--- config.mk ---
export PLATFORM = sky130hd
export DESIGN_NAME = servo_bank
export DESIGN_NICKNAME = d
export VERILOG_FILES = /design/src/rtl/servo_pkg.sv /design/src/rtl/servo_scaler.sv /design/src/rtl/servo_bank.sv
export SDC_FILE = /design/constraint.sdc
export NUM_CORES = 2
export LEC_CHECK = 0
export BUFFER_PORTS_ARGS = -buffer_cell sky130_fd_sc_hd__clkbuf_2
export CORE_ASPECT_RATIO = 1.1
export CORE_MARGIN = 2
export CORE_UTILIZATION = 55
export DETAILED_ROUTE_END_ITERATION = 7
export GPL_ROUTABILITY_DRIVEN = 0
export MAX_ROUTING_LAYER = met4
export PLACE_DENSITY = 0.82
export REMOVE_ABC_BUFFERS = 1
export SKIP_CTS_REPAIR_TIMING = 1
export SYNTH_ARGS = -nofsm -noshare
export SYNTH_HDL_FRONTEND = slang
export SYNTH_HIERARCHICAL = 1
export SYNTH_SLANG_ARGS = --single-unit
--- constraint.sdc ---
create_clock -name clk -period 5.74 [get_ports clk]
set_clock_uncertainty 0.15 [all_clocks]
set_input_delay 0.861 -clock clk [delete_from_list [all_inputs] [get_ports clk]]
set_output_delay 0.861 -clock clk [all_outputs]
set_load 0.005 [all_outputs]
--- src/rtl/servo_pkg.sv ---
// servo_pkg: tick-conversion helpers, width type and sequencer states shared by the servo bank
package servo_pkg;

  localparam int FCLK_DEF     = 50_000_000;
  localparam int FRAME_HZ_DEF = 50;

  function automatic int frame_ticks(input int fclk, input int hz);
    return fclk / hz;
  endfunction

  function automatic int us_to_ticks(input int fclk, input int us);
    return fclk / 1_000_000 * us;
  endfunction

  localparam int W = $clog2(frame_ticks(FCLK_DEF, FRAME_HZ_DEF));

  typedef logic [W-1:0] width_t;

  typedef enum logic [1:0] {IDLE, CALC, DRAIN} seq_state_t;

endpackage

--- src/rtl/servo_scaler.sv ---
// servo_scaler: 2-stage magnitude-to-width pipeline (multiply, then offset; slew clamp with SERVO_SLEW_EN)
module servo_scaler import servo_pkg::*; #(
  parameter int N_CH       = 16,
  parameter int MAG_W      = 17,
  parameter int CH_W       = 4,
  parameter int MIN_TICKS  = 50_000,
  parameter int SPAN_TICKS = 50_000
`ifdef SERVO_SLEW_EN
  ,
  parameter int SLEW_TICKS = 1_000
`endif
) (
  input  logic             clk,
  input  logic             reset,
  input  logic             in_valid,
  input  logic [CH_W-1:0]  in_ch,
  input  logic [MAG_W-1:0] in_mag,
`ifdef SERVO_SLEW_EN
  input  width_t           in_cur_w,
`endif
  output logic             out_valid,
  output logic [CH_W-1:0]  out_ch,
  output width_t           out_w
);

  localparam int PW = MAG_W + $clog2(SPAN_TICKS + 1);

  logic            s1_valid;
  logic [CH_W-1:0] s1_ch;
  logic [PW-1:0]   s1_prod;
  width_t          target;

`ifdef SERVO_SLEW_EN
  localparam int DW = $bits(width_t) + 2;
  localparam logic signed [DW-1:0] SLEW = DW'(SLEW_TICKS);
  width_t                s1_cur;
  logic signed [DW-1:0]  diff;
`endif

  // Stage 1: register the unsigned magnitude*span product alongside its channel tag
  always_ff @(posedge clk) begin
    if (reset) s1_valid <= 1'b0;
    else s1_valid <= in_valid;
    s1_ch   <= in_ch;
    s1_prod <= PW'(in_mag) * PW'(SPAN_TICKS);
`ifdef SERVO_SLEW_EN
    s1_cur  <= in_cur_w;
`endif
  end

  assign target    = width_t'(MIN_TICKS) + width_t'(s1_prod >> MAG_W);
  assign out_valid = s1_valid;
  assign out_ch    = s1_ch;

`ifdef SERVO_SLEW_EN
  assign diff  = $signed({2'b00, target}) - $signed({2'b00, s1_cur});
  assign out_w = diff > SLEW  ? s1_cur + width_t'(SLEW_TICKS) :
                 diff < -SLEW ? s1_cur - width_t'(SLEW_TICKS) : target;
`else
  assign out_w = target;
`endif

endmodule

--- src/rtl/servo_bank.sv ---
// servo_bank: N-channel servo PWM from one frame counter, double-buffered widths (slew limit with SERVO_SLEW_EN)
module servo_bank import servo_pkg::*; #(
  parameter int N_CH     = 16,
  parameter int MAG_W    = 17,
  parameter int FCLK     = FCLK_DEF,
  parameter int FRAME_HZ = FRAME_HZ_DEF,
  parameter int MIN_US   = 1000,
  parameter int MAX_US   = 2000,
  parameter int SLEW_US  = 20
) (
  input  logic                        clk,
  input  logic                        reset,
  input  logic [N_CH-1:0][MAG_W-1:0]  mag,
  input  logic                        mag_valid,
  input  logic [N_CH-1:0]             ch_en,
  output logic [N_CH-1:0]             pulse_out,
  output logic                        frame_strobe,
  output logic                        busy
);

  localparam int FRAME_TICKS = frame_ticks(FCLK, FRAME_HZ);
  localparam int MIN_TICKS   = us_to_ticks(FCLK, MIN_US);
  localparam int SPAN_TICKS  = us_to_ticks(FCLK, MAX_US - MIN_US);
  localparam int CW          = N_CH > 1 ? $clog2(N_CH) : 1;
  localparam width_t MID_W     = width_t'(MIN_TICKS + SPAN_TICKS / 2);
  localparam width_t LAST_TICK = width_t'(FRAME_TICKS - 1);
  localparam logic [MAG_W-1:0] SNAP_RST = {1'b1, {(MAG_W-1){1'b0}}};

  if (MAX_US <= MIN_US || N_CH + 3 >= FRAME_TICKS ||
      $clog2(FRAME_TICKS) > $bits(width_t) || SLEW_US < 0) begin : g_bad_cfg
    $error("servo_bank: invalid configuration");
  end

  width_t                      frame_cnt;
  logic                        wrap;
  logic [N_CH-1:0]             ch_en_r;
  logic [N_CH-1:0][MAG_W-1:0]  snapshot;
  width_t                      active_w [N_CH];
  width_t                      next_w   [N_CH];
  seq_state_t                  state;
  logic [CW-1:0]               ch;
  logic                        drain;
  logic                        sc_valid;
  logic [CW-1:0]               sc_ch;
  width_t                      sc_w;

  assign wrap = frame_cnt == LAST_TICK;

  // Frame counter and strobe; widths and enables swap only on the wrap so a pulse never changes mid-frame
  always_ff @(posedge clk) begin
    if (reset) begin
      frame_cnt    <= '0;
      frame_strobe <= 1'b0;
      ch_en_r      <= '0;
      active_w     <= '{default: MID_W};
    end else begin
      frame_cnt    <= wrap ? '0 : frame_cnt + 1'b1;
      frame_strobe <= wrap;
      if (wrap) begin
        ch_en_r  <= ch_en;
        active_w <= next_w;
      end
    end
  end

  // Magnitude capture; the latest strobe wins and the channel being issued this cycle still reads the old value
  always_ff @(posedge clk) begin
    if (reset) snapshot <= {N_CH{SNAP_RST}};
    else if (mag_valid) snapshot <= mag;
  end

  // Sequencer: walk channels into the shared scaler right after each frame start, then let the pipe drain
  always_ff @(posedge clk) begin
    if (reset) begin
      state <= IDLE;
      ch    <= '0;
      drain <= 1'b0;
      busy  <= 1'b0;
    end else begin
      case (state)
        IDLE: if (frame_cnt == '0) begin
          state <= CALC;
          ch    <= '0;
          busy  <= 1'b1;
        end
        CALC: if (ch == CW'(N_CH - 1)) begin
          state <= DRAIN;
          drain <= 1'b0;
        end else ch <= ch + 1'b1;
        DRAIN: begin
          drain <= 1'b1;
          if (drain) begin
            state <= IDLE;
            busy  <= 1'b0;
          end
        end
        default: state <= IDLE;
      endcase
    end
  end

  servo_scaler #(
    .N_CH      (N_CH),
    .MAG_W     (MAG_W),
    .CH_W      (CW),
    .MIN_TICKS (MIN_TICKS),
    .SPAN_TICKS(SPAN_TICKS)
`ifdef SERVO_SLEW_EN
    ,
    .SLEW_TICKS(us_to_ticks(FCLK, SLEW_US))
`endif
  ) u_scaler (
    .clk      (clk),
    .reset    (reset),
    .in_valid (state == CALC),
    .in_ch    (ch),
    .in_mag   (snapshot[ch]),
`ifdef SERVO_SLEW_EN
    .in_cur_w (active_w[ch]),
`endif
    .out_valid(sc_valid),
    .out_ch   (sc_ch),
    .out_w    (sc_w)
  );

  // Shadow widths written from the scaler output; they become active at the next wrap
  always_ff @(posedge clk) begin
    if (reset) next_w <= '{default: MID_W};
    else if (sc_valid) next_w[sc_ch] <= sc_w;
  end

  // Registered pulse compare; one cycle of lag makes each high time exactly active_w ticks
  always_ff @(posedge clk) begin
    if (reset) pulse_out <= '0;
    else for (int i = 0; i < N_CH; i++) pulse_out[i] <= ch_en_r[i] && (frame_cnt < active_w[i]);
  end

endmodule
==> PnR_summary.wiki <==
{| class="wikitable"
! Metric !! Value
|-
| Portion of the clock cycle consumed by the worst path in the final layout || 103.8%
|-
| Largest net degree at the start of global routing || roughly 150
|-
| FF+latch count, synth || around 1000
|-
| Most frequent cells in the layout || 991 x sky130_fd_sc_hd__dfxtp_1, 923 x sky130_fd_sc_hd__nand2_1, 383 x sky130_fd_sc_hd__ha_1
|-
| Number of library cell types mapped by synthesis || 67
|-
| Antenna viol nets, final || 0
|-
| Area of all sequential standard cells || 19910 um2
|-
| WL final || roughly 130 mm
|-
| Max-cap violations || 0
|-
| Pins over their slew limit || 0
|-
| Internal Dissipation || approximately 0.013 W
|-
| Fin cells || between 6000 and 7000
|-
| Syn avg cell area || just over 9 um2
|-
| Violations in the final reports || negative setup slack
|-
| Type of the worst setup path || flop to flop
|-
| Via count of the first global-routing pass || around 37000
|-
| Number of synthesized flops with an enable pin || 0
|-
| Worst setup margin || -0.2165 ns
|-
| Overall die area || roughly 86000 um2
|-
| Die height || 307.3 um
|-
| Critical Path Slowest Stage Cell || sky130_fd_sc_hd__mux4_2
|-
| Met3 usage in global routing || roughly 4.5%
|-
| Final setup fails || 9
|-
| Total power draw || around 0.018 W
|-
| Router iterations before antenna repair || 8
|-
| Final non-filler cell area || about 53000 um2
|-
| Average via count per standard cell || approximately 5.9
|-
| Switch share || around 30%
|-
| Relative slew slack || around 4.2%
|-
| Share of async-settable or async-resettable flops after synthesis || 0%
|-
| Count of unresolved DRC violations after routing || 0
|-
| Post-Place Worst Slack || -0.3280 ns
|-
| Floorplan Core Area || 83050 um2
|-
| CTS max path bufs || 3
|-
| Combinational fraction of design power || a little under a quarter
|-
| Wire length of the first global-routing pass || about 200 mm
|-
| CTS tree || done
|-
| Static Leak || between 20 and 25 nW
|-
| 1st-iter DRT viols || about 3000
|-
| GR peak layer || met2
|-
| Yosys warning total || 6
|-
| Clock insertion delay at the later pin of the skew report || 0.69 ns
|-
| Site Rows || around 110
|-
| Timing-limited maximum frequency || between 150 and 200 MHz
|-
| Hold Crit Class || input port to flop
|-
| Initial antenna violation count || 1
|-
| Most used flip-flop cell after synthesis || sky130_fd_sc_hd__dfxtp_1
|-
| Footprint of the multi-input gates || ~24000 um2
|-
| Fillers || 6278
|-
| Number of sinks on the clock net || approximately 990
|-
| # IOs || between 300 and 400
|-
| # H-tree levels || 3
|-
| Post-layout min period || ~6.0 ns
|-
| Vias || 37917
|-
| Gr ovfl total || 0
|-
| Total power per unit cell area || between 300 and 400 nW/um2
|-
| Area of the mapped netlist || 45990 um2
|-
| Fraction of final layout cells sized beyond drive strength 1 || roughly 16%
|-
| Placed cells || 6278
|-
| X dimension of the die || around 280 um
|-
| Number of buffers and inverters on the critical path || 5
|-
| Total count of hold-check failures in the final report || 0
|-
| Global-route total usage across every layer || between 20% and 30%
|-
| Starting density of the core || between 50% and 60%
|-
| Hpwl dp || 80.15 mm
|-
| Crit start category || flop
|-
| Nature of the critical path endpoint || flop
|-
| Clk Tree Root Cell || sky130_fd_sc_hd__clkbuf_16
|-
| Worst EP arrival || ~6.4 ns
|-
| Transition time at the pin with the least slew margin || between 1 and 1.5 ns
|-
| Met1 track demand over resource in global routing || 35.28%
|-
| CP Data Required Time || about 6.1 ns
|-
| CTS buffer count || 100
|-
| Maximum resistive drop on vdd || around 0.00033 V
|-
| Global Route met2 Usage || 49.68%
|-
| Final #Nets || slightly above 6000
|-
| Worst path max stage delay || 0.56 ns
|-
| Cell Chain, Critical Path || buf_12 -> buf_8 -> buf_4 -> mux4_2 -> mux4_2 -> ha_2 -> ha_1 -> xor2_1 -> ha_1 -> a31o_2 -> fa_1 -> inv_2 -> fa_1 -> inv_2 -> ha_4 -> and2_4 -> a21oi_2 -> and2b_1 -> a21oi_2 -> a41o_1 -> a221oi_2 -> xnor2_1
|-
| Clk network pwr share || between 30 and 40%
|-
| Unrepaired setup endpoints after global routing || true
|-
| Gate count of the mapped netlist || 5069
|-
| Count of input and output buffers || 308
|-
| Cell class contributing the biggest share of worst-path delay || adder cells
|-
| Area Overhead vs Synth || 15.87%
|-
| Maximum net fanout on the critical path || 7
|-
| Clock-pin slew on the worst setup and hold paths || around 0.060 ns
|-
| Seq/Total Area, Yosys || 43.27%
|-
| Total cell area at the placement stage || a little under 50000 um2
|-
| Net Switching || about 0.0057 W
|-
| Post-layout utilization of the core || approximately 64%
|-
| Share of total power in sequential cells || between 40 and 50%
|-
| Status || finished, violations left
|-
| Final routed wire length divided by cell count || a little over 20 um
|-
| Commonest non-fill, non-tap cell in the layout || sky130_fd_sc_hd__dfxtp_1
|}
-- metal layers --
metal  wire length (um)  up-vias
li1                   -    17674
met1              50640    18077
met2              62730     1704
met3              10630      462
met4               8043        0
met5                  0        -
-- power groups by stage --
stage	registers, W	logic, W	clock network [W]
floorplan	0.00742	0.00185	0
global placement	0.00753	0.00339	0
detailed placement	0.00753	0.00348	0
CTS	0.00739	0.00352	0.00676
global route	0.00741	0.00454	0.00705
finish	0.00741	0.00433	0.00671
-- kinds of logic (layout without fill, tap and decap cells) --
logic type | count (synthesis) | after routing | synth area share [%]
buffers and inverters | 721 | 1055 | 6.295
muxes | 357 | 357 | 10.08
AOI/OAI and AO/OA | 846 | 846 | 11.38
and+or+nand+nor | 1634 | 1634 | 14.78
xor gates and xnor gates | 56 | 56 | 1.066
other | 1 | 4 | 0.008154
DFF | 994 | 994 | 43.27
adders and majority gates | 460 | 460 | 13.12
-- through the flow --
step	TNS (ns)	hold WS, ns
floorplan	-730.01	0.2749
global placement	-0.4523	0.2574
detailed placement	-1.484	0.2598
CTS	-1.709	0.2224
global route	-1.656	0.2519
finish	-0.7138	0.2405
-- synthesized netlist by cell type, types with 5 or more instances --
| library cell | number | area share [%] |
|---|---|---|
| sky130_fd_sc_hd__a22o_1 | 31 | 0.59 |
| sky130_fd_sc_hd__nand3_1 | 189 | 2.1 |
| sky130_fd_sc_hd__o21ai_0 | 121 | 1.3 |
| sky130_fd_sc_hd__or3_1 | 15 | 0.20 |
| sky130_fd_sc_hd__a21o_1 | 31 | 0.51 |
| sky130_fd_sc_hd__and4_1 | 5 | 0.095 |
| sky130_fd_sc_hd__nor2b_1 | 20 | 0.27 |
| sky130_fd_sc_hd__nand2_1 | 927 | 7.6 |
| sky130_fd_sc_hd__nand2b_1 | 8 | 0.11 |
| sky130_fd_sc_hd__o311ai_0 | 7 | 0.13 |
| sky130_fd_sc_hd__nor2_1 | 355 | 2.9 |
| sky130_fd_sc_hd__buf_6 | 11 | 0.27 |
| sky130_fd_sc_hd__clkbuf_1 | 213 | 1.7 |
| sky130_fd_sc_hd__mux4_2 | 85 | 4.2 |
| sky130_fd_sc_hd__mux2i_1 | 272 | 5.9 |
| sky130_fd_sc_hd__nor4_1 | 9 | 0.12 |
| sky130_fd_sc_hd__a2111oi_0 | 12 | 0.23 |
| sky130_fd_sc_hd__xor2_1 | 28 | 0.53 |
| sky130_fd_sc_hd__xnor2_1 | 28 | 0.53 |
| sky130_fd_sc_hd__a21oi_1 | 322 | 3.5 |
| sky130_fd_sc_hd__a211oi_1 | 30 | 0.49 |
| sky130_fd_sc_hd__buf_1 | 20 | 0.16 |
| sky130_fd_sc_hd__and3_1 | 6 | 0.082 |
| sky130_fd_sc_hd__o21a_1 | 8 | 0.13 |
| sky130_fd_sc_hd__nand4_1 | 66 | 0.90 |
| sky130_fd_sc_hd__o21ai_1 | 112 | 1.2 |
| sky130_fd_sc_hd__fa_1 | 37 | 1.6 |
| sky130_fd_sc_hd__dfxtp_1 | 994 | 43 |
| sky130_fd_sc_hd__ha_1 | 423 | 12 |
| sky130_fd_sc_hd__a2bb2oi_1 | 128 | 2.4 |
| sky130_fd_sc_hd__nor3_1 | 15 | 0.16 |
| sky130_fd_sc_hd__buf_4 | 8 | 0.13 |
| sky130_fd_sc_hd__a21boi_0 | 8 | 0.13 |
| sky130_fd_sc_hd__inv_1 | 407 | 3.3 |
| sky130_fd_sc_hd__buf_2 | 60 | 0.65 |
-- state kept, by name, summed over array words and instances, names as in the netlist, 2 cells and up --
signal / count
active_w: 320
next_w: 320
snapshot: 272
frame_cnt: 20
ch_en_r: 16
pulse_out: 16
u_scaler/s1_prod: 16
ch: 4
u_scaler/out_ch: 4
state: 2
-- layout make-up --
class / instances / area share (%)
diodes: 1 / 0.004696
clock buffers: 140 / 5.334
clock inverters: 40 / 1.007
inverters: 408 / 2.888
multi-input cells: 3356 / 45.10
flip-flops and latches: 994 / 37.36
well taps: 1073 / 2.519
repair buffers: 467 / 5.787
-- worst paths after layout --
path | depth (start not counted) | endpoint | slack, ns | from
hold reg to reg | 0 | u_scaler/out_ch[3] | 0.27 | ch[3]
setup reg to reg | 22 | u_scaler/s1_prod[32] | -0.22 | ch[0]
hold / removal | 2 | ch_en_r[1] | 0.24 | ch_en[1]
setup / recovery | 22 | u_scaler/s1_prod[32] | -0.22 | ch[0]
Note: power is estimated with default switching activity, not from simulation.
